File: src/rtl/pulse_width_monitor.sv
// Run-length monitor for a toggling single-bit input: reports each completed high/low run
// and flags runs outside EXP_LEN +/- TOL. Optional stuck detector via macro PWMON_STUCK_EN.
module pulse_width_monitor #(
    parameter int CNT_W   = 8,
    parameter int EXP_LEN = 30,
    parameter int TOL     = 0
) (
    input  logic             clk,
    input  logic             rst,
    input  logic             en,
    input  logic             clr,
    input  logic             din,
    output logic             run_valid,
    output logic [CNT_W-1:0] run_len,
    output logic             run_lvl,
    output logic             err,
    output logic [CNT_W-1:0] err_cnt,
    output logic             stuck
);

    typedef enum logic [1:0] {
        ST_IDLE = 2'd0,
        ST_ARM  = 2'd1,
        ST_MEAS = 2'd2
    } state_t;

    localparam logic [CNT_W-1:0] CNT_MAX = {CNT_W{1'b1}};
    localparam logic [CNT_W-1:0] CNT_ONE = {{(CNT_W-1){1'b0}}, 1'b1};
    localparam logic [CNT_W:0]   WIN_LO  = (CNT_W+1)'(EXP_LEN - TOL);
    localparam logic [CNT_W:0]   WIN_HI  = (CNT_W+1)'(EXP_LEN + TOL);

    logic             r_s1;
    logic             r_s2;
    logic             r_prev;
    logic             w_edge;
    state_t           r_state;
    state_t           w_state_nxt;
    logic [CNT_W-1:0] r_cnt;
    logic [CNT_W-1:0] w_cnt_nxt;
    logic             w_report;
    logic             w_err;
    logic [CNT_W:0]   w_len_ext;
    logic             r_run_valid;
    logic [CNT_W-1:0] r_run_len;
    logic             r_run_lvl;
    logic             r_err;
    logic [CNT_W-1:0] r_err_cnt;

    // din is asynchronous: two-flop synchroniser, prev holds the last synchronised level
    always_ff @(posedge clk) begin
        if (rst) begin
            r_s1   <= 1'b0;
            r_s2   <= 1'b0;
            r_prev <= 1'b0;
        end else begin
            r_s1   <= din;
            r_s2   <= r_s1;
            r_prev <= r_s2;
        end
    end

    assign w_edge = r_s2 ^ r_prev;

    always_ff @(posedge clk) begin
        if (rst) begin
            r_state <= ST_IDLE;
            r_cnt   <= '0;
        end else begin
            r_state <= w_state_nxt;
            r_cnt   <= w_cnt_nxt;
        end
    end

    always_comb begin
        w_state_nxt = r_state;
        if (!en) begin
            w_state_nxt = ST_IDLE;
        end else begin
            case (r_state)
                ST_IDLE: w_state_nxt = ST_ARM;
                ST_ARM:  w_state_nxt = w_edge ? ST_MEAS : ST_ARM;
                ST_MEAS: w_state_nxt = ST_MEAS;
                default: w_state_nxt = ST_IDLE;
            endcase
        end
    end

    // Dropping en discards the in-flight run: no report, counter back to 0
    always_comb begin
        w_cnt_nxt = r_cnt;
        w_report  = 1'b0;
        if (!en) begin
            w_cnt_nxt = '0;
        end else begin
            case (r_state)
                ST_IDLE: w_cnt_nxt = '0;
                ST_ARM:  w_cnt_nxt = w_edge ? CNT_ONE : '0;
                ST_MEAS: begin
                    if (w_edge) begin
                        w_cnt_nxt = CNT_ONE;
                        w_report  = 1'b1;
                    end else if (r_cnt == CNT_MAX) begin
                        w_cnt_nxt = CNT_MAX;
                    end else begin
                        w_cnt_nxt = r_cnt + CNT_ONE;
                    end
                end
                default: w_cnt_nxt = '0;
            endcase
        end
    end

    assign w_len_ext = {1'b0, r_cnt};
    assign w_err     = w_report && ((w_len_ext < WIN_LO) || (w_len_ext > WIN_HI) ||
                                    (r_cnt == CNT_MAX));

    always_ff @(posedge clk) begin
        if (rst) begin
            r_run_valid <= 1'b0;
            r_run_len   <= '0;
            r_run_lvl   <= 1'b0;
            r_err       <= 1'b0;
        end else begin
            r_run_valid <= w_report;
            r_err       <= w_err;
            if (w_report) begin
                r_run_len <= r_cnt;
                r_run_lvl <= r_prev;
            end
        end
    end

    // Counts visible err pulses; clr wins over a same-cycle increment
    always_ff @(posedge clk) begin
        if (rst) begin
            r_err_cnt <= '0;
        end else if (clr) begin
            r_err_cnt <= '0;
        end else if (r_err && (r_err_cnt != CNT_MAX)) begin
            r_err_cnt <= r_err_cnt + CNT_ONE;
        end
    end

`ifdef PWMON_STUCK_EN
    logic r_stuck;

    always_ff @(posedge clk) begin
        if (rst) begin
            r_stuck <= 1'b0;
        end else begin
            r_stuck <= (w_state_nxt == ST_MEAS) && (w_cnt_nxt == CNT_MAX);
        end
    end

    assign stuck = r_stuck;
`else
    assign stuck = 1'b0;
`endif

    assign run_valid = r_run_valid;
    assign run_len   = r_run_len;
    assign run_lvl   = r_run_lvl;
    assign err       = r_err;
    assign err_cnt   = r_err_cnt;

endmodule
File: config.mk
export PLATFORM = sky130hd
export DESIGN_NAME = pulse_width_monitor
export DESIGN_NICKNAME = d
export VERILOG_FILES = /design/src/rtl/pulse_width_monitor.sv
export SDC_FILE = /design/constraint.sdc
export NUM_CORES = 1
export LEC_CHECK = 0
export CORE_ASPECT_RATIO = 1.2
export CORE_MARGIN = 5
export CORE_UTILIZATION = 35
export CTS_CLUSTER_SIZE = 28
export DETAILED_ROUTE_END_ITERATION = 8
export PLACE_DENSITY_LB_ADDON = 0.05
export RECOVER_POWER = 100
export SETUP_SLACK_MARGIN = 0.02
export SLEW_MARGIN = 30
export SYNTH_ARGS = -nofsm -noshare
export SYNTH_HDL_FRONTEND = slang
export SYNTH_SLANG_ARGS = --single-unit
File: constraint.sdc
create_clock -name clk -period 2.2 [get_ports clk]
set_clock_uncertainty 0.1 [all_clocks]
set_input_delay 0.22 -clock clk [delete_from_list [all_inputs] [get_ports clk]]
set_output_delay 0.22 -clock clk [all_outputs]
set_load 0.01 [all_outputs]
* After elaboration in Yosys (flattened, before gate mapping)
Cells that the tools add are included.
** Storage, ports and cells
- Register bits :: 32
- Input port bits :: 5
- Output and inout port bits :: 20
- Word-level logic and storage cells :: 36
** Operators by class
- Add/sub/neg operators :: 2
- Order comparisons :: 2
- Eq/ne operators :: 4
- Mux-type cells :: 9
- Bitwise logic cells :: 2
- Reduce and logical (&&, ||, !) cells :: 7
** Operators with widths (number)
- adder 8 x 1 -> 8 bit, second input constant :: 2
- two-way mux 8 bit :: 2
- case mux 8 bit (2 select lines) :: 1
- == test 8 bit, second input constant :: 1
- greater-than comparator 8 x 5 -> 1 bit, second input constant :: 1
- < comparator 8 x 5 -> 1 bit, second input constant :: 1
- != test 8 bit, second input constant :: 1
- case mux 2 bit (3 select lines) :: 1
- two-way mux 1 bit :: 4
- OR reduction 2 bit :: 2
- == test 2 x 1 -> 1 bit, second input constant :: 1
- == test 2 bit, second input constant :: 1
- logical AND 1 bit :: 2
- zero test 2 bit :: 1
- logical OR 1 bit :: 2
- two-way mux 2 bit :: 1
- NOT 1 bit :: 1
- bitwise XOR 1 bit :: 1

* Longest topological paths before layout
Gate-level depths: netlist of run 1.
- Word-level depth :: 5
- Depth in mapped cells :: 6
- Mapped depth without buffers :: 5

* Worst setup path before layout of run 1
Ideal clock, no wire load.
- Path kind :: reg2reg
- From :: register r_cnt[1]
- To :: register r_cnt[2]
- Library setup time :: 0.103 ns
- Arrival time :: 1.345 ns
- Data required time :: 1.997 ns
- Slack :: 0.651 ns
- Stages on the path, launching flop included :: 5
- Path buffers :: 0
- Clock period less this slack :: 1.549 ns
- Path through :: dfxtp_1 -> ha_1 -> and4_1 -> nand4_4 -> a2111oi_2
** Between the ends
- Cells in the longest elaborated chain, start to end :: 4
- Elaborated cells on any way between the ends :: 5
- Those cells by class :: add/sub (1); eq/ne (1); mux (3)
** Ends and longest elaborated chain
- start: declaration :: line 38 : logic [CNT_W-1:0] r_cnt;
- start signal: assignment :: line 70 : r_cnt <= w_cnt_nxt;
- adder 8 x 1 -> 8 bit / == test 8 bit (equally long branches) :: line 105, 102
- two-way mux 8 bit (*) :: line 102 : end else if (r_cnt == CNT_MAX) begin
- two-way mux 8 bit (*) :: line 99 : if (w_edge) begin
- case mux 8 bit (2 select lines) (*) :: line 95 : case (r_state)
Every way passes the cells marked *; elsewhere a longest branch is shown, timed or not.
A chain may end at the register's enable or synchronous reset.

* Worst setup path after layout of run 1
- From :: register r_cnt[0]
- To :: register r_cnt[2]
The elaborated chain is that of the path after synthesis.

==> results of run 1 <==
final cells by class:
cell class | instances | area share, %
timing repair buffer | 27 | 13.9
multi-input combinational | 115 | 41.2
tap | 56 | 3.80
inverter | 6 | 1.22
clock inverter | 1 | 0.407
clock buffer | 7 | 4.68
sequential | 32 | 34.7
stage by stage:
stage / setup WS [ns] / instance area (um2) / instances / total power (W) / hold WS, ns
final: 0.356 / 1840 / 244 / 0.00109 / 0.337
after global routing: 0.202 / 1840 / 244 / 0.00113 / 0.370
after CTS: 0.436 / 1880 / 244 / 0.00111 / 0.341
after detailed placement: 0.399 / 1780 / 236 / 0.000642 / 0.325
after global placement: 0.381 / 1780 / 236 / 0.000643 / 0.332
after floorplan: 0.651 / 1490 / 159 / 0.000624 / 0.248
flip-flops by register name, indices dropped and copies added, names as in the netlist:
signal and cells:
r_state 2, err_cnt 8, r_prev 1, err 1, r_cnt 8, run_lvl 1, r_s2 1, run_valid 1
r_s1 1, run_len 8
kinds of logic after synthesis:
logic type,after synthesis,share of synthesized area [%]
simple gates,56,22.0
flops,32,43.1
xor+xnor,4,2.86
fa+ha+maj,7,5.89
other cells,1,0.252
buf+inv,12,3.78
compound gates,44,20.1
mux,3,2.02
Yosys cell counts (all sizes together), types with 3 or more instances:
| library cell | n | share of area (%) |
|---|---|---|
| nor2b | 5 | 2.1 |
| nor2 | 4 | 1.0 |
| nor3 | 4 | 1.3 |
| dfxtp | 32 | 43 |
| a211oi | 3 | 2.5 |
| a31oi | 7 | 3.4 |
| mux2i | 3 | 2.0 |
| o21ai | 11 | 3.7 |
| and4 | 4 | 2.4 |
| or3 | 5 | 2.1 |
| a21oi | 14 | 4.7 |
| o31a | 4 | 2.4 |
| a311oi | 3 | 1.8 |
| inv | 6 | 1.5 |
| clkbuf | 4 | 1.0 |
| ha | 7 | 5.9 |
| nand3 | 13 | 4.4 |
| nand2 | 11 | 2.8 |
worst max-delay path by stage:
stage	slack, ns	start	endpoint
floorplan	0.65	r_cnt[1]$_SDFF_PP0_	r_cnt[2]$_SDFF_PP0_
global placement	0.38	en	run_len[7]$_SDFFE_PP0P_
detailed placement	0.40	en	run_len[7]$_SDFFE_PP0P_
CTS	0.44	r_cnt[0]$_SDFF_PP0_	r_cnt[2]$_SDFF_PP0_
global route	0.20	r_cnt[0]$_SDFF_PP0_	r_cnt[2]$_SDFF_PP0_
finish	0.36	r_cnt[0]$_SDFF_PP0_	r_cnt[2]$_SDFF_PP0_
power by group through the flow:
stage	clock (W)	sequential [W]	combinational, W
finish	0.000458	0.000586	0.0000419
floorplan	0	0.000599	0.0000255
detailed placement	0	0.000599	0.0000432
global route	0.000500	0.000586	0.0000470
CTS	0.000482	0.000586	0.0000435
global placement	0	0.000599	0.0000435
worst max-delay path: cells and delay by family, from the launching register on:
family | cells | cell delay, ns
adders and majority gates | 1 | 0.29
and+or+nand+nor | 2 | 0.55
DFF | 1 | 0.42
AOI/OAI and AO/OA | 1 | 0.37
layer usage:
metal	wire length, um	GRT usage, %
met1	1450	13.2
met4	64	5.27
met2	1580	21.5
met5	0	0
met3	161	4.41
==> results.sh, run 1 <==
export IMPL_slowest_stage="dfxtp_1"
export IMPL_synthToLayoutAreaGrowth_pct=24.0
export IMPL_min_path_type="flip-flop to flip-flop"
export IMPL_r2r_start="r_cnt[0]$_SDFF_PP0_"
export IMPL_final_layout_size_suffix_gt1_share_pct=7.98
export IMPL_core_area_um2=4200
export IMPL_peakVddDrop_v=0.000440
export IMPL_die_x_um=69.5
export IMPL_worst_slew_pin_slew_ns=0.813
export IMPL_fp_row_count=26
export IMPL_slew_headroom_pct=45.8
export IMPL_cts_resized=0
export IMPL_synth_main_ff_cell="dfxtp_1"
export IMPL_switching_share_pct=21.3
export IMPL_rrSetupSlack_ns=0.36
export IMPL_fillers=405
export IMPL_overflow=0
export IMPL_max_freq_ghz=0.542
export IMPL_antenna_left=0
export IMPL_syn_cell_area_um2=1490
export IMPL_ys_seq_area_share_pct=43.1
export IMPL_antenna_cells=0
export IMPL_hp_start="r_s1$_SDFF_PP0_"
export IMPL_switching_power_w=0.000231
export IMPL_htree_num_levels=2
export IMPL_cts_tree="yes"
export IMPL_wl_um=3260
export IMPL_ys_warn_count=0
export IMPL_fin_nets=199
export IMPL_clk_pin_slew_ns=0.07
export IMPL_run_status="finished clean"
export IMPL_drt_iter0_markers=40
export IMPL_min_to="r_s2$_SDFF_PP0_"
export IMPL_grt_pass1_wl_um=5470
export IMPL_period_share_pct=83.8
export IMPL_hold_viol=0
export IMPL_ctsHoldBuffers=0
export IMPL_die_h_um=81.4
export IMPL_async_flop_share_pct=0
export IMPL_end_kind="flip-flop"
export IMPL_layout_common_cells="dfxtp_1 (32), dlygate4sd3_1 (20), a21oi_1 (14)"
export IMPL_start_kind="flip-flop"
export IMPL_internal_power_w=0.000855
export IMPL_leakagePower_nw=0.662
export IMPL_grt_max_degree=20
export IMPL_drv_slew=0
export IMPL_insertion_delay_ns=0.28
export IMPL_antenna_found_initial=0
export IMPL_clockPowerShare_pct=42.2
export IMPL_first_global_vias=1243
export IMPL_cts_buffers=5
export IMPL_synth_nets=171
export IMPL_path_max_fanout=6
export IMPL_cap_violations=0
export IMPL_ys_seq_elements=32
export IMPL_crit_path_max_incr_delay_ns=0.42
export IMPL_multi_input_area_um2=761
export IMPL_wl_per_cell_um=13.3
export IMPL_portBuffers=23
export IMPL_path_cells="ha_1 -> and4_1 -> nand4_1 -> a2111oi_2"
export IMPL_postSynthCellCount=159
export IMPL_synth_edf_count=0
export IMPL_cellPowerDensity_nw_per_um2=589
export IMPL_final_common_cell="dfxtp_1"
export IMPL_place_congestion=0.773
export IMPL_hold_path_depth=1
export IMPL_power_frac_seq_pct=54.0
export IMPL_grt_usage_pct=12.2
export IMPL_remaining_drc_errors=0
export IMPL_synth_distinct_cells=37
export IMPL_vias=1244
export IMPL_cp_data_required_time_ns=2.28
export IMPL_p_comb_share_pct=3.9
export IMPL_drtPass1Iterations=4
export IMPL_period_needed_ns=1.84
export IMPL_vias_per_cell=5.10
export IMPL_utilization_pct=43.9
export IMPL_fin_setup_tns_ns=0
export IMPL_hpwlAfterDp_um=2470
export IMPL_cp_arrival_ns=1.92
export IMPL_root_buffer="clkbuf_8"
export IMPL_setup_viol=0
export IMPL_cts_sinks=32
export IMPL_path_class="flip-flop to flip-flop"
export IMPL_die_area_um2=5660
export IMPL_initial_core_util_pct=35.5
export IMPL_r2r_cells=4
export IMPL_timing_rr_end="r_cnt[2]$_SDFF_PP0_"
export IMPL_cts_path_max_buffers=2
export IMPL_seqCellArea_um2=641
export IMPL_top_level_ports=25
export IMPL_rsz0062_at_grt="false"
export IMPL_synth_area_per_cell_um2=9.36
export IMPL_cts_setup_buffers=0
Power figures use the tool's default switching activity.
==> run 2, diff against run 1 <==
- clock period: 2.2 -> 1.6 ns (I/O delays scaled with it)
==> run 2 against run 1 <==
Compared with the run above:
- first-iteration DRC count is 30% higher
- flip-flop and latch count stayed put
- sequential share of layout area is 2.3 points lower
- final area is 8.7% higher
- clock-buffer cell count is 1 lower
- die area stayed put
- largest cell class unchanged
- worst setup slack worse by 0.28 ns
- sequential power is 38% higher
- total power is 49% higher
- critical path depth is 3 lower
- combinational power is 63% higher
- clock power is 64% higher
==> results.sh, run 2 (same netlist as run 1, synthesis figures left out) <==
export IMPL_overflow=0
export IMPL_path_cells="dlygate4sd3_1"
export IMPL_cts_sinks=32
export IMPL_place_congestion=0.732
export IMPL_cts_path_max_buffers=2
export IMPL_start_kind="flip-flop"
export IMPL_die_x_um=69.5
export IMPL_timing_rr_end="r_cnt[6]$_SDFF_PP0_"
export IMPL_slowest_stage="dlygate4sd3_1"
export IMPL_path_class="flip-flop to output port"
export IMPL_final_common_cell="dfxtp_1"
export IMPL_run_status="finished clean"
export IMPL_end_kind="output port"
export IMPL_final_layout_size_suffix_gt1_share_pct=19.3
export IMPL_core_area_um2=4200
export IMPL_crit_family="buffers and inverters"
export IMPL_drt_iter0_markers=52
export IMPL_slew_headroom_pct=61.2
export IMPL_top_level_ports=25
export IMPL_antenna_cells=0
export IMPL_min_path_type="primary input to flip-flop"
export IMPL_peakVddDrop_v=0.000548
export IMPL_remaining_drc_errors=0
export IMPL_vias=1336
export IMPL_root_buffer="clkbuf_8"
export IMPL_portBuffers=23
export IMPL_ctsHoldBuffers=0
export IMPL_crit_path_max_incr_delay_ns=0.62
export IMPL_drtPass1Iterations=4
export IMPL_wl_per_cell_um=13.9
export IMPL_die_h_um=81.4
export IMPL_antenna_found_initial=0
export IMPL_fp_row_count=26
export IMPL_grt_pass1_wl_um=6240
export IMPL_cellPowerDensity_nw_per_um2=810
export IMPL_insertion_delay_ns=0.28
export IMPL_period_needed_ns=1.52
export IMPL_max_freq_ghz=0.658
export IMPL_worst_slew_pin_slew_ns=0.582
export IMPL_r2r_cells=5
export IMPL_path_max_fanout=6
export IMPL_fin_nets=213
export IMPL_hold_viol=0
export IMPL_cts_buffers=5
export IMPL_utilization_pct=47.8
export IMPL_first_global_vias=1377
export IMPL_grt_max_degree=13
export IMPL_drv_slew=0
export IMPL_vias_per_cell=5.18
export IMPL_hold_path_depth=2
export IMPL_r2r_start="r_state[1]$_SDFF_PP0_"
export IMPL_cap_violations=0
export IMPL_cp_data_required_time_ns=1.34
export IMPL_antenna_left=0
export IMPL_setup_viol=0
export IMPL_min_to="r_s1$_SDFF_PP0_"
export IMPL_whs_ns=0.350
export IMPL_leakagePower_nw=0.725
export IMPL_hpwlAfterDp_um=2760
export IMPL_htree_num_levels=2
export IMPL_wl_um=3590
export IMPL_cts_tree="yes"
export IMPL_initial_core_util_pct=35.5
export IMPL_hp_start="din"
export IMPL_rsz0062_at_grt="true"
export IMPL_layout_common_cells="dfxtp_1 (25), a21oi_1 (14), nand3_1 (13), buf_4 (13), dlygate4sd3_1 (12)"
export IMPL_clk_pin_slew_ns=0.07
export IMPL_period_share_pct=95.0
export IMPL_grt_usage_pct=13.8
export IMPL_worstPathBufferInverterCount=1
export IMPL_synthToLayoutAreaGrowth_pct=34.7
export IMPL_rrSetupSlack_ns=0.08
export IMPL_die_area_um2=5660
export IMPL_cp_arrival_ns=1.26
## run 2: cell types whose count changed in the layout (fill, tap and decap cells not counted), sizes merged
cell | before | now
buf | 3 | 13
bufinv | 0 | 1
clkbuf | 8 | 11
clkdlybuf4s25 | 0 | 1
clkdlybuf4s50 | 3 | 10
clkinv | 0 | 1
clkinvlp | 1 | 0
dlygate4sd3 | 20 | 12
## run 2: stage by stage
step           setup TNS (ns)  total power [W]  worst slack, ns  instance area [um2]  cells
2_1_floorplan               0         0.000858           0.0511                 1490    159
3_3_place_gp                0         0.000892         0.000538                 1880    249
3_5_place_dp           -0.153         0.000893          -0.0475                 1880    249
4_1_cts                     0          0.00165           0.0401                 2000    257
5_1_grt                     0          0.00169          0.00775                 2000    258
6_report                    0          0.00162           0.0797                 2000    258
## run 2: layer usage
| metal | vias to the layer above | wire length, um | track usage (%) |
|---|---|---|---|
| li1 | 668 | - | - |
| met1 | 621 | 1480 | 14.2 |
| met2 | 41 | 1850 | 26.0 |
| met3 | 6 | 187 | 4.16 |
| met4 | 0 | 76 | 6.25 |
| met5 | - | 0 | 0 |
## run 2: final cells by class
class                      instances  area, um2
sequential                        32        649
timing repair buffer              41        347
clock buffer                       6       72.6
clock inverter                     2       35.0
inverter                           6       22.5
multi-input combinational        115        808
fill                             410       2190
tap                               56       70.1
## run 2: worst max path at each step
stage | from | endpoint | slack, ns | depth (start not counted)
after floorplan | r_cnt[1]$_SDFF_PP0_ | r_cnt[2]$_SDFF_PP0_ | 0.05 | 4
after global placement | en | r_cnt[7]$_SDFF_PP0_ | 0.0005 | 4
after detailed placement | r_state[1]$_SDFF_PP0_ | r_cnt[4]$_SDFF_PP0_ | -0.05 | 5
after CTS | r_state[1]$_SDFF_PP0_ | r_cnt[4]$_SDFF_PP0_ | 0.04 | 5
after global routing | r_state[1]$_SDFF_PP0_ | r_cnt[4]$_SDFF_PP0_ | 0.008 | 5
final | err_cnt[7]$_SDFFE_PP0P_ | err_cnt[7] | 0.08 | 1
## run 2: repair_timing
action / in CTS / in global routing
resized for setup: 4 / 10
buffers inserted: 0 / 1
endpoints found under the setup margin: 9 / 10
## run 2: where the power goes
group	switching [W]	total (W)	leakage [nW]	internal, W
Sequential	0.00000414	0.000806	0.262	0.000802
Combinational	0.0000374	0.0000684	0.408	0.0000310
Clock	0.000287	0.000749	0.0552	0.000462
==> run 3, diff against run 2 <==
- CORE_UTILIZATION: 35 -> 47
- CTS_CLUSTER_DIAMETER: default -> 60
==> run 3 against run 2 <==
Compared with the run above:
- flip-flop and latch count unchanged
- largest power group unchanged
- combinational power is 11% lower
- via count down 1.2%
- maximum frequency barely moved
- sequential share of layout area up 2.1 points
- sequential power decreased by 0.6%
- critical path type unchanged
- largest cell class unchanged
- worst hold slack lost 0.069 ns
- critical path depth unchanged
- first-iteration DRC count increased by 46%
- register-to-register slack barely moved
- critical endpoint is now err_cnt[5]
==> results.sh, run 3 (same netlist as run 1, synthesis figures left out) <==
export IMPL_run_status="finished clean"
export IMPL_cts_tree="yes"
export IMPL_final_layout_size_suffix_gt1_share_pct=19.9
export IMPL_first_global_vias=1345
export IMPL_cellPowerDensity_nw_per_um2=710
export IMPL_internal_power_w=0.00104
export IMPL_grt_max_degree=20
export IMPL_cts_buffers=5
export IMPL_grt_usage_pct=17.2
export IMPL_vias_per_cell=5.69
export IMPL_end_kind="output port"
export IMPL_cp_arrival_ns=1.26
export IMPL_peakVddDrop_v=0.000494
export IMPL_cts_sinks=32
export IMPL_max_freq_ghz=0.658
export IMPL_dpl_cell_count=222
export IMPL_path_cells="clkdlybuf4s50_1"
export IMPL_switching_power_w=0.000310
export IMPL_path_class="flip-flop to output port"
export IMPL_drtPass1Iterations=4
export IMPL_power_frac_seq_pct=59.3
export IMPL_wl_um=3390
export IMPL_drv_slew=0
export IMPL_clockPowerShare_pct=36.2
export IMPL_p_comb_share_pct=4.5
export IMPL_antenna_left=0
export IMPL_root_buffer="clkbuf_4"
export IMPL_power_total_w=0.00135
export IMPL_cp_data_required_time_ns=1.34
export IMPL_fin_cells=232
export IMPL_htree_num_levels=2
export IMPL_final_common_cell="dfxtp_1"
export IMPL_fin_setup_tns_ns=0
export IMPL_fp_row_count=22
export IMPL_die_area_um2=4400
export IMPL_hpwlAfterDp_um=2490
export IMPL_period_needed_ns=1.52
export IMPL_path_max_fanout=8
export IMPL_worstPathBufferInverterCount=1
export IMPL_clk_pin_slew_ns=0.10
export IMPL_drt_iter0_markers=76
export IMPL_die_x_um=61.4
export IMPL_wl_per_cell_um=14.6
export IMPL_antenna_found_initial=0
export IMPL_core_area_um2=3060
export IMPL_setup_viol=0
export IMPL_remaining_drc_errors=0
export IMPL_cap_violations=0
export IMPL_antenna_cells=0
export IMPL_leakagePower_nw=0.667
export IMPL_rsz0062_at_grt="true"
export IMPL_vias=1320
export IMPL_cts_path_max_buffers=2
export IMPL_top_level_ports=25
export IMPL_layout_common_cells="dfxtp_1 (23), clkdlybuf4s50_1 (20), a21oi_1 (14)"
export IMPL_period_share_pct=95.0
export IMPL_initial_core_util_pct=48.7
export IMPL_overflow=0
export IMPL_utilization_pct=62.2
export IMPL_hold_viol=0
export IMPL_crit_path_max_incr_delay_ns=0.54
export IMPL_start_kind="flip-flop"
export IMPL_insertion_delay_ns=0.32
export IMPL_place_congestion=0.771
export IMPL_switching_share_pct=22.9
export IMPL_dpl_worst_slack_ns=-0.103
export IMPL_synthToLayoutAreaGrowth_pct=27.8
export IMPL_fin_nets=207
export IMPL_portBuffers=23
export IMPL_slowest_stage="clkdlybuf4s50_1"
export IMPL_setup_ws_ns=0.0806
export IMPL_crit_family="buffers and inverters"
export IMPL_die_h_um=71.6
export IMPL_grt_pass1_wl_um=5850
export IMPL_min_path_type="primary input to flip-flop"
run 3: stage by stage:
stage	instance area, um2	hold slack [ns]
CTS	1870	0.276
global route	1900	0.278
global placement	1800	0.324
finish	1900	0.282
detailed placement	1800	0.335
floorplan	1490	0.188
run 3: final cells by class:
type | instances | area (um2)
well taps | 36 | 45.0
fillers | 282 | 1150
repair buffers | 35 | 318
inverters | 6 | 22.5
multi-input cells | 115 | 801
clock buffers | 8 | 58.8
flip-flops and latches | 32 | 657
run 3: timing repair:
| item | CTS | global route |
|---|---|---|
| gates resized for setup | 7 | 11 |
| hold buffers | 0 | 0 |
| buffers inserted | 0 | 2 |
| setup endpoints to repair | 12 | 21 |
run 3: worst paths after layout:
kind	slack [ns]	cells past startpoint	startpoint	end
hold / removal	0.28	2	din	r_s1$_SDFF_PP0_
setup reg to reg	0.09	5	r_state[0]$_SDFF_PP0_	r_cnt[7]$_SDFF_PP0_
hold reg to reg	0.35	1	r_s1$_SDFF_PP0_	r_s2$_SDFF_PP0_
setup / recovery	0.08	1	err_cnt[5]$_SDFFE_PP0P_	err_cnt[5]
run 3: routing by layer:
metal	track usage, %	vias up	wire length [um]
li1	-	656	-
met1	21.8	610	1510
met2	27.1	44	1640
met3	3.78	10	170
met4	8.49	0	76
met5	0	-	0
run 3: power by group through the flow:
stage,Sequential (W),Clock (W),Combinational [W]
CTS,0.000805,0.000497,0.0000599
detailed placement,0.000823,0,0.0000590
floorplan,0.000823,0,0.0000351
global placement,0.000823,0,0.0000574
finish,0.000801,0.000489,0.0000610
global route,0.000802,0.000536,0.0000683
